--- src/rtl/y_zigzag_rle_if.sv ---
// y_zigzag_rle_if: block capture and symbol handshake bundle for the zigzag/RLE stage
interface y_zigzag_rle_if #(parameter int COEF_W = 11);
  logic in_valid, in_ready, dc_clear;
  logic [7:0][7:0][COEF_W-1:0] coef_in;
  logic sym_valid, sym_ready, sym_is_dc, sym_eob;
  logic [3:0] sym_run, sym_size;
  logic [COEF_W-1:0] sym_amp;
  modport slave (input in_valid, coef_in, dc_clear, sym_ready,
                 output in_ready, sym_valid, sym_run, sym_size, sym_amp, sym_is_dc, sym_eob);
  modport master (output in_valid, coef_in, dc_clear, sym_ready,
                  input in_ready, sym_valid, sym_run, sym_size, sym_amp, sym_is_dc, sym_eob);
endinterface

--- src/rtl/y_zigzag_rle.sv ---
// y_zigzag_rle: captures a quantized 8x8 Y block, emits DC diff then zigzag-ordered AC run/size/amp symbols
module y_zigzag_rle #(parameter int COEF_W = 11) (
  input logic clk,
  input logic rst,
  y_zigzag_rle_if.slave bus
);
  localparam int ZZ [64] = '{
    0, 1, 8,16, 9, 2, 3,10,17,24,32,25,18,11, 4, 5,
   12,19,26,33,40,48,41,34,27,20,13, 6, 7,14,21,28,
   35,42,49,56,57,50,43,36,29,22,15,23,30,37,44,51,
   58,59,52,45,38,31,39,46,53,60,61,54,47,55,62,63};
  typedef enum logic [1:0] {IDLE, DC, AC, EOB} state_t;
  state_t state_q, state_d;
  logic [5:0] k_q, k_d, last_q, last_d;
  logic [3:0] run_q, run_d, sz_dc, sz_ac;
  logic nz_q, nz_d, cap;
  logic [COEF_W-1:0] pred_q, pred_d, cur;
  logic [COEF_W:0] diff_q, diff_d, cur_x;
  logic [COEF_W-1:0] zz_q [64];
  logic [COEF_W-1:0] zz_d [64];
  function automatic logic [3:0] size_of(input logic [COEF_W:0] v);
    logic [COEF_W:0] a;
    a = v[COEF_W] ? -v : v;
    size_of = '0;
    for (int i = 0; i <= COEF_W; i++) if (a[i]) size_of = 4'(i + 1);
  endfunction
  function automatic logic [COEF_W-1:0] amp_of(input logic [COEF_W:0] v, input logic [3:0] s);
    logic [COEF_W:0] m;
    m = ~({(COEF_W+1){1'b1}} << s);
    amp_of = COEF_W'((v[COEF_W] ? v - (COEF_W+1)'(1) : v) & m);
  endfunction
  assign cap = bus.in_valid && state_q == IDLE;
  for (genvar i = 0; i < 64; i++) begin : g_zz
    assign zz_d[i] = cap ? bus.coef_in[ZZ[i]/8][ZZ[i]%8] : zz_q[i];
  end
  assign cur = zz_q[k_q];
  assign cur_x = {cur[COEF_W-1], cur};
  assign sz_dc = size_of(diff_q);
  assign sz_ac = size_of(cur_x);
  always_comb begin
    last_d = cap ? '0 : last_q;
    nz_d = cap ? 1'b0 : nz_q;
    if (cap) for (int i = 1; i < 64; i++) if (zz_d[i] != '0) begin
      last_d = 6'(i);
      nz_d = 1'b1;
    end
    diff_d = cap ? {zz_d[0][COEF_W-1], zz_d[0]} - (bus.dc_clear ? '0 : {pred_q[COEF_W-1], pred_q}) : diff_q;
    pred_d = cap ? zz_d[0] : (state_q == IDLE && bus.dc_clear) ? '0 : pred_q;
  end
  always_comb begin
    state_d = state_q;
    k_d = k_q;
    run_d = run_q;
    bus.in_ready = state_q == IDLE;
    bus.sym_valid = 1'b0;
    bus.sym_is_dc = 1'b0;
    bus.sym_eob = 1'b0;
    bus.sym_run = '0;
    bus.sym_size = '0;
    bus.sym_amp = '0;
    case (state_q)
      IDLE: state_d = cap ? DC : IDLE;
      DC: begin
        bus.sym_valid = 1'b1;
        bus.sym_is_dc = 1'b1;
        bus.sym_size = sz_dc;
        bus.sym_amp = amp_of(diff_q, sz_dc);
        if (bus.sym_ready) begin
          state_d = nz_q ? AC : EOB;
          k_d = 6'd1;
          run_d = '0;
        end
      end
      AC: begin
        if (cur == '0 && run_q != 4'd15) begin
          run_d = run_q + 4'd1;
          k_d = k_q + 6'd1;
        end else begin
          // a zero reaching here is the 16th of a run, i.e. ZRL with size 0
          bus.sym_valid = 1'b1;
          bus.sym_run = run_q;
          bus.sym_size = sz_ac;
          bus.sym_amp = amp_of(cur_x, sz_ac);
          if (bus.sym_ready) begin
            run_d = '0;
            k_d = k_q + 6'd1;
            if (cur != '0 && k_q == last_q) state_d = last_q != 6'd63 ? EOB : IDLE;
          end
        end
      end
      EOB: begin
        bus.sym_valid = 1'b1;
        bus.sym_eob = 1'b1;
        state_d = bus.sym_ready ? IDLE : EOB;
      end
      default: state_d = IDLE;
    endcase
  end
  always_ff @(posedge clk) begin
    if (rst) begin
      state_q <= IDLE;
      k_q <= '0;
      run_q <= '0;
      last_q <= '0;
      nz_q <= 1'b0;
      pred_q <= '0;
      diff_q <= '0;
    end else begin
      state_q <= state_d;
      k_q <= k_d;
      run_q <= run_d;
      last_q <= last_d;
      nz_q <= nz_d;
      pred_q <= pred_d;
      diff_q <= diff_d;
    end
  end
  always_ff @(posedge clk) zz_q <= zz_d;
endmodule

--- src/flat_wrapper.sv ---
// flat-port wrapper written by rule: the top's interface ports become plain ports
module y_zigzag_rle_flat 
#(parameter int COEF_W = 11)
  (clk, rst, bus_in_valid, bus_coef_in, bus_dc_clear, bus_sym_ready, bus_in_ready, bus_sym_valid, bus_sym_run, bus_sym_size, bus_sym_amp, bus_sym_is_dc, bus_sym_eob);
  y_zigzag_rle_if #(.COEF_W(COEF_W)) bus_i ();
  input logic clk;
  input logic rst;
  input wire logic [$bits(bus_i.in_valid)-1:0] bus_in_valid;
  input wire logic [$bits(bus_i.coef_in)-1:0] bus_coef_in;
  input wire logic [$bits(bus_i.dc_clear)-1:0] bus_dc_clear;
  input wire logic [$bits(bus_i.sym_ready)-1:0] bus_sym_ready;
  output wire logic [$bits(bus_i.in_ready)-1:0] bus_in_ready;
  output wire logic [$bits(bus_i.sym_valid)-1:0] bus_sym_valid;
  output wire logic [$bits(bus_i.sym_run)-1:0] bus_sym_run;
  output wire logic [$bits(bus_i.sym_size)-1:0] bus_sym_size;
  output wire logic [$bits(bus_i.sym_amp)-1:0] bus_sym_amp;
  output wire logic [$bits(bus_i.sym_is_dc)-1:0] bus_sym_is_dc;
  output wire logic [$bits(bus_i.sym_eob)-1:0] bus_sym_eob;
  assign bus_i.in_valid = bus_in_valid;
  assign bus_i.coef_in = bus_coef_in;
  assign bus_i.dc_clear = bus_dc_clear;
  assign bus_i.sym_ready = bus_sym_ready;
  assign bus_in_ready = bus_i.in_ready;
  assign bus_sym_valid = bus_i.sym_valid;
  assign bus_sym_run = bus_i.sym_run;
  assign bus_sym_size = bus_i.sym_size;
  assign bus_sym_amp = bus_i.sym_amp;
  assign bus_sym_is_dc = bus_i.sym_is_dc;
  assign bus_sym_eob = bus_i.sym_eob;
  y_zigzag_rle #(.COEF_W(COEF_W)) u_core (.clk(clk), .rst(rst), .bus(bus_i));
endmodule
--- config.mk ---
export PLATFORM = sky130hd
export DESIGN_NAME = y_zigzag_rle_flat
export DESIGN_NICKNAME = d
export VERILOG_FILES = /design/src/rtl/y_zigzag_rle_if.sv /design/src/rtl/y_zigzag_rle.sv /design/src/flat_wrapper.sv
export SDC_FILE = /design/constraint.sdc
export NUM_CORES = 2
export LEC_CHECK = 0
export CAP_MARGIN = 5
export CORE_MARGIN = 4
export CORE_UTILIZATION = 41
export CTS_CLUSTER_DIAMETER = 80
export DETAILED_ROUTE_END_ITERATION = 8
export GPL_TIMING_DRIVEN = 0
export PLACE_DENSITY = 0.68
export SYNTH_ARGS = -nofsm -noshare
export SYNTH_HDL_FRONTEND = slang
export SYNTH_SLANG_ARGS = --single-unit
--- constraint.sdc ---
create_clock -name clk -period 5.9 [get_ports clk]
set_input_delay 0.885 -clock clk [delete_from_list [all_inputs] [get_ports clk]]
set_output_delay 0.885 -clock clk [all_outputs]
set_load 0.03 [all_outputs]
==> flow_summary.yaml <==
route:
  route.detailed.drc: 0
  via_per_inst: 6.06
  ant_nets: 0
  first_pass_iters: 7
  num_vias: 41600
  wl_per_cell_um: 29.4
  wl_um: 202000
  first_iter_violations: 6120
setup_path:
  crit_path_start_kind: "flop"
  cp.required_ps: 5020
  crit_family: "simple AND/OR/NAND/NOR gates"
  arrival_ps: 5370
  cpMaxStageDelayCell: "and2_1"
  worst_path_most_repeated_cell: "a22oi_2"
  max_stage_delay_ps: 660
  critPathMaxFanout: 10
  critPathBufInv: 4
  r2r_slack_ps: 140
  crit_type: "flop to primary output"
  crit_chain: "buf_2 > and2_1 > a22oi_2 > nand3_1 > nand4_1 > mux2i_4 > ha_4 > and2_4 > a22oi_2 > buf_4 > nor3_4 > buf_6 > a2111o_1 > a22oi_2 > a211o_1 > o311ai_4 > nor3_2 > o41ai_2 > buf_4"
  crit_path_end_kind: "primary output"
timing:
  drv_slew: 0
  worstMarginPinSlew_ps: 1340
  fmax_ghz: 0.160
  worst_slack_ps: -350
  hold_viol: 0
  slew-limit-headroom_pct: 10.5
  rsz0062_at_grt: "true"
  setup-violations-final: 12
  fin_crit_sh_pct: 106
  fin_crit_ps: 6250
  whs_ps: 454
  finalClockSkew_ps: 31.9
clock_network:
  clkSinkCount: 746
  cts-htree-levels: 3
  cts.clk_slew.worst_paths_ps: 60
  holdBufCountCts: 0
  cts_buffers: 82
  clk_latency_ps: 670
  cts_max_path_buffers: 3
  cts_tree: "done"
  clockRootBuffer: "clkbuf_16"
synthesis:
  seq_area_frac_synth_pct: 41.1
  ys_seq_elements: 746
  ys.flop_type: "dfxtp_1"
  synthesis.area_um2: 36400
  synth_edf_count: 0
  ys_warn_count: 0
  avgSynthCellArea_um2: 7.71
  netlist_instances: 4715
  synthArstFlopShare_pct: 0
  synthesis.nets: 5445
  synth_cell_types: 84
  synth_largest_area_cell: "dfxtp_1"
  synth_top_area_share_pct: 41.1
  synth.area.top_cells: "dfxtp_1, nand2_1, mux4_2, nor4_1, mux2i_1"
cells_and_area:
  areaGrowthSynthToFinish_pct: 38.3
  layout_common_cells: "nand2_1, dfxtp_1, clkdlybuf4s50_1"
  drive_gt1_share_pct: 10.9
  multi_input_area_um2: 20700
  fillCellCount: 8150
  regArea_um2: 14900
  fin_nets: 6364
  final_common_cell: "nand2_1"
job:
  drv_cap: 0
place:
  gp_congestion: 1.06
  dpl.hpwl_um: 159000
  dp_slack_ps: -4630
  io_buffers: 731
grt:
  grt_pass1_vias: 39700
  use_met3_pct: 12.6
  gr-usage-met2_pct: 62.8
  grt_pass1_wl_um: 279000
  grt_overflow: 0
  antenna_found_initial: 11
  grt_start_max_net_pins: 20
  gr-usage-met1_pct: 51.0
  track_usage_pct: 41.1
  top_usage_layer: "met2"
floorplanning:
  core_area_um2: 87400
  die-height_um: 306
  start_util_pct: 41.6
  die_area_um2: 93500
  ios: 732
  row_count: 108
  chipWidth_um: 306
pwr:
  p_leak_nw: 21.2
  power_density_nw_per_um2: 557
  ir_drop_mv: 0.383
hold_path:
  hold_path_class: "flop to flop"
status:
  status: "finished, violations left"
  violations: "negative setup slack"
==> synthesized netlist by cell type, types with 6 or more instances <==
library cell,instances
nand2_1,2181
dfxtp_1,746
nor4_1,251
clkbuf_1,175
nand3_1,142
mux4_2,136
nor3_1,122
a21oi_1,112
nor2_1,104
mux2i_1,102
a22oi_1,53
o21ai_0,46
inv_1,44
nand4_1,40
buf_2,33
nand2b_1,29
buf_1,25
nor2b_1,25
and2_1,23
xor2_1,21
ha_1,20
mux2_2,19
xnor2_1,19
a21o_1,17
buf_6,15
a211oi_1,14
a31oi_1,13
a221oi_1,12
a22o_1,12
buf_4,12
and3_1,11
a21boi_0,10
or3_1,10
o221ai_1,8
o31ai_1,8
or2_2,7
nor3b_1,6
o21bai_1,6
==> layer usage <==
layer	wire, µm	vias up	part of all wire (%)
met5	39	-	0.019
met2	87400	3233	43
met4	15000	6	7.4
met1	72800	19600	36
met3	26200	745	13
li1	-	18000	-
==> kinds of logic (layout without fill, tap and decap cells) <==
group / count (synthesis) / in the layout / share of synthesized area (%)
AOI/OAI and AO/OA: 375 / 375 / 7.04
xor gates and xnor gates: 40 / 40 / 0.964
adders and majority gates: 21 / 21 / 0.743
buffers and inverters: 305 / 1290 / 3.70
muxes: 258 / 258 / 11.9
other: 0 / 7 / 0
DFF: 746 / 746 / 41.1
and+or+nand+nor: 2970 / 2970 / 34.6
==> worst register-to-register path, stage by stage (launching register included) <==
cell,delay [ps]
dfxtp_1,350
inv_1,140
ha_2,290
nand2_4,210
buf_1,410
clkdlybuf4s15_2,610
clkbuf_1,590
buf_1,580
nand2_1,210
nand2_1,90
a21oi_1,570
nand4_1,230
nor3_1,510
nand3_1,220
nor4_1,430
a311oi_1,170
==> flip-flops by register name, summed over array words and instances (netlist names), named ones only <==
register / cells
u_core.state_q: 2
u_core.zz_q: 704
u_core.pred_q: 11
u_core.run_q: 4
u_core.diff_q: 12
u_core.k_q: 6
==> final cells by class <==
class	count	share of cell area (%)
Antenna cell	7	0.0348
Buffer	249	3.82
Clock buffer	118	4.67
Clock inverter	32	0.841
Inverter	45	0.348
Multi-Input combinational cell	3664	41.2
Sequential cell	746	29.7
Tap cell	1155	2.87
Timing Repair Buffer	846	16.5
==> path summary, 6_finish.rpt <==
path / from / endpoint / cells past startpoint
worst min-delay path: u_core.zz_q[21] / u_core.zz_q[21] / 2
worst min register to register: u_core.zz_q[21] / u_core.zz_q[21] / 2
worst max register to register: u_core.state_q[0] / flop / 15
worst max-delay path: u_core.k_q[4] / bus_sym_amp[4] / 19
==> stage by stage <==
step	instances	setup TNS, ps	util (%)	cell area (µm²)	power, mW
4_1_cts	6839	-745	57.1	49900	27.1
3_3_place_gp	6601	-1497680	51.6	45100	20.7
6_report	6862	-2380	57.5	50300	28.0
2_1_floorplan	4715	0	-	36400	15.9
3_5_place_dp	6601	-1445060	51.6	45100	20.9
5_1_grt	6858	-2610	57.5	50300	28.9
==> report_power, final <==
group	switching (mW)	internal [mW]
clock	2.31	3.07
combinational	7.32	4.77
sequential	2.82	7.71
==> what timing repair did <==
| item | CTS | global route |
|---|---|---|
| resized for setup | 393 | 68 |
| pin swaps | 40 | 30 |
| setup endpoints to repair | 669 | 21 |
| cloned | 1 | 0 |
| setup buffers | 92 | 22 |
No activity file was read; power rests on OpenSTA's default activity.
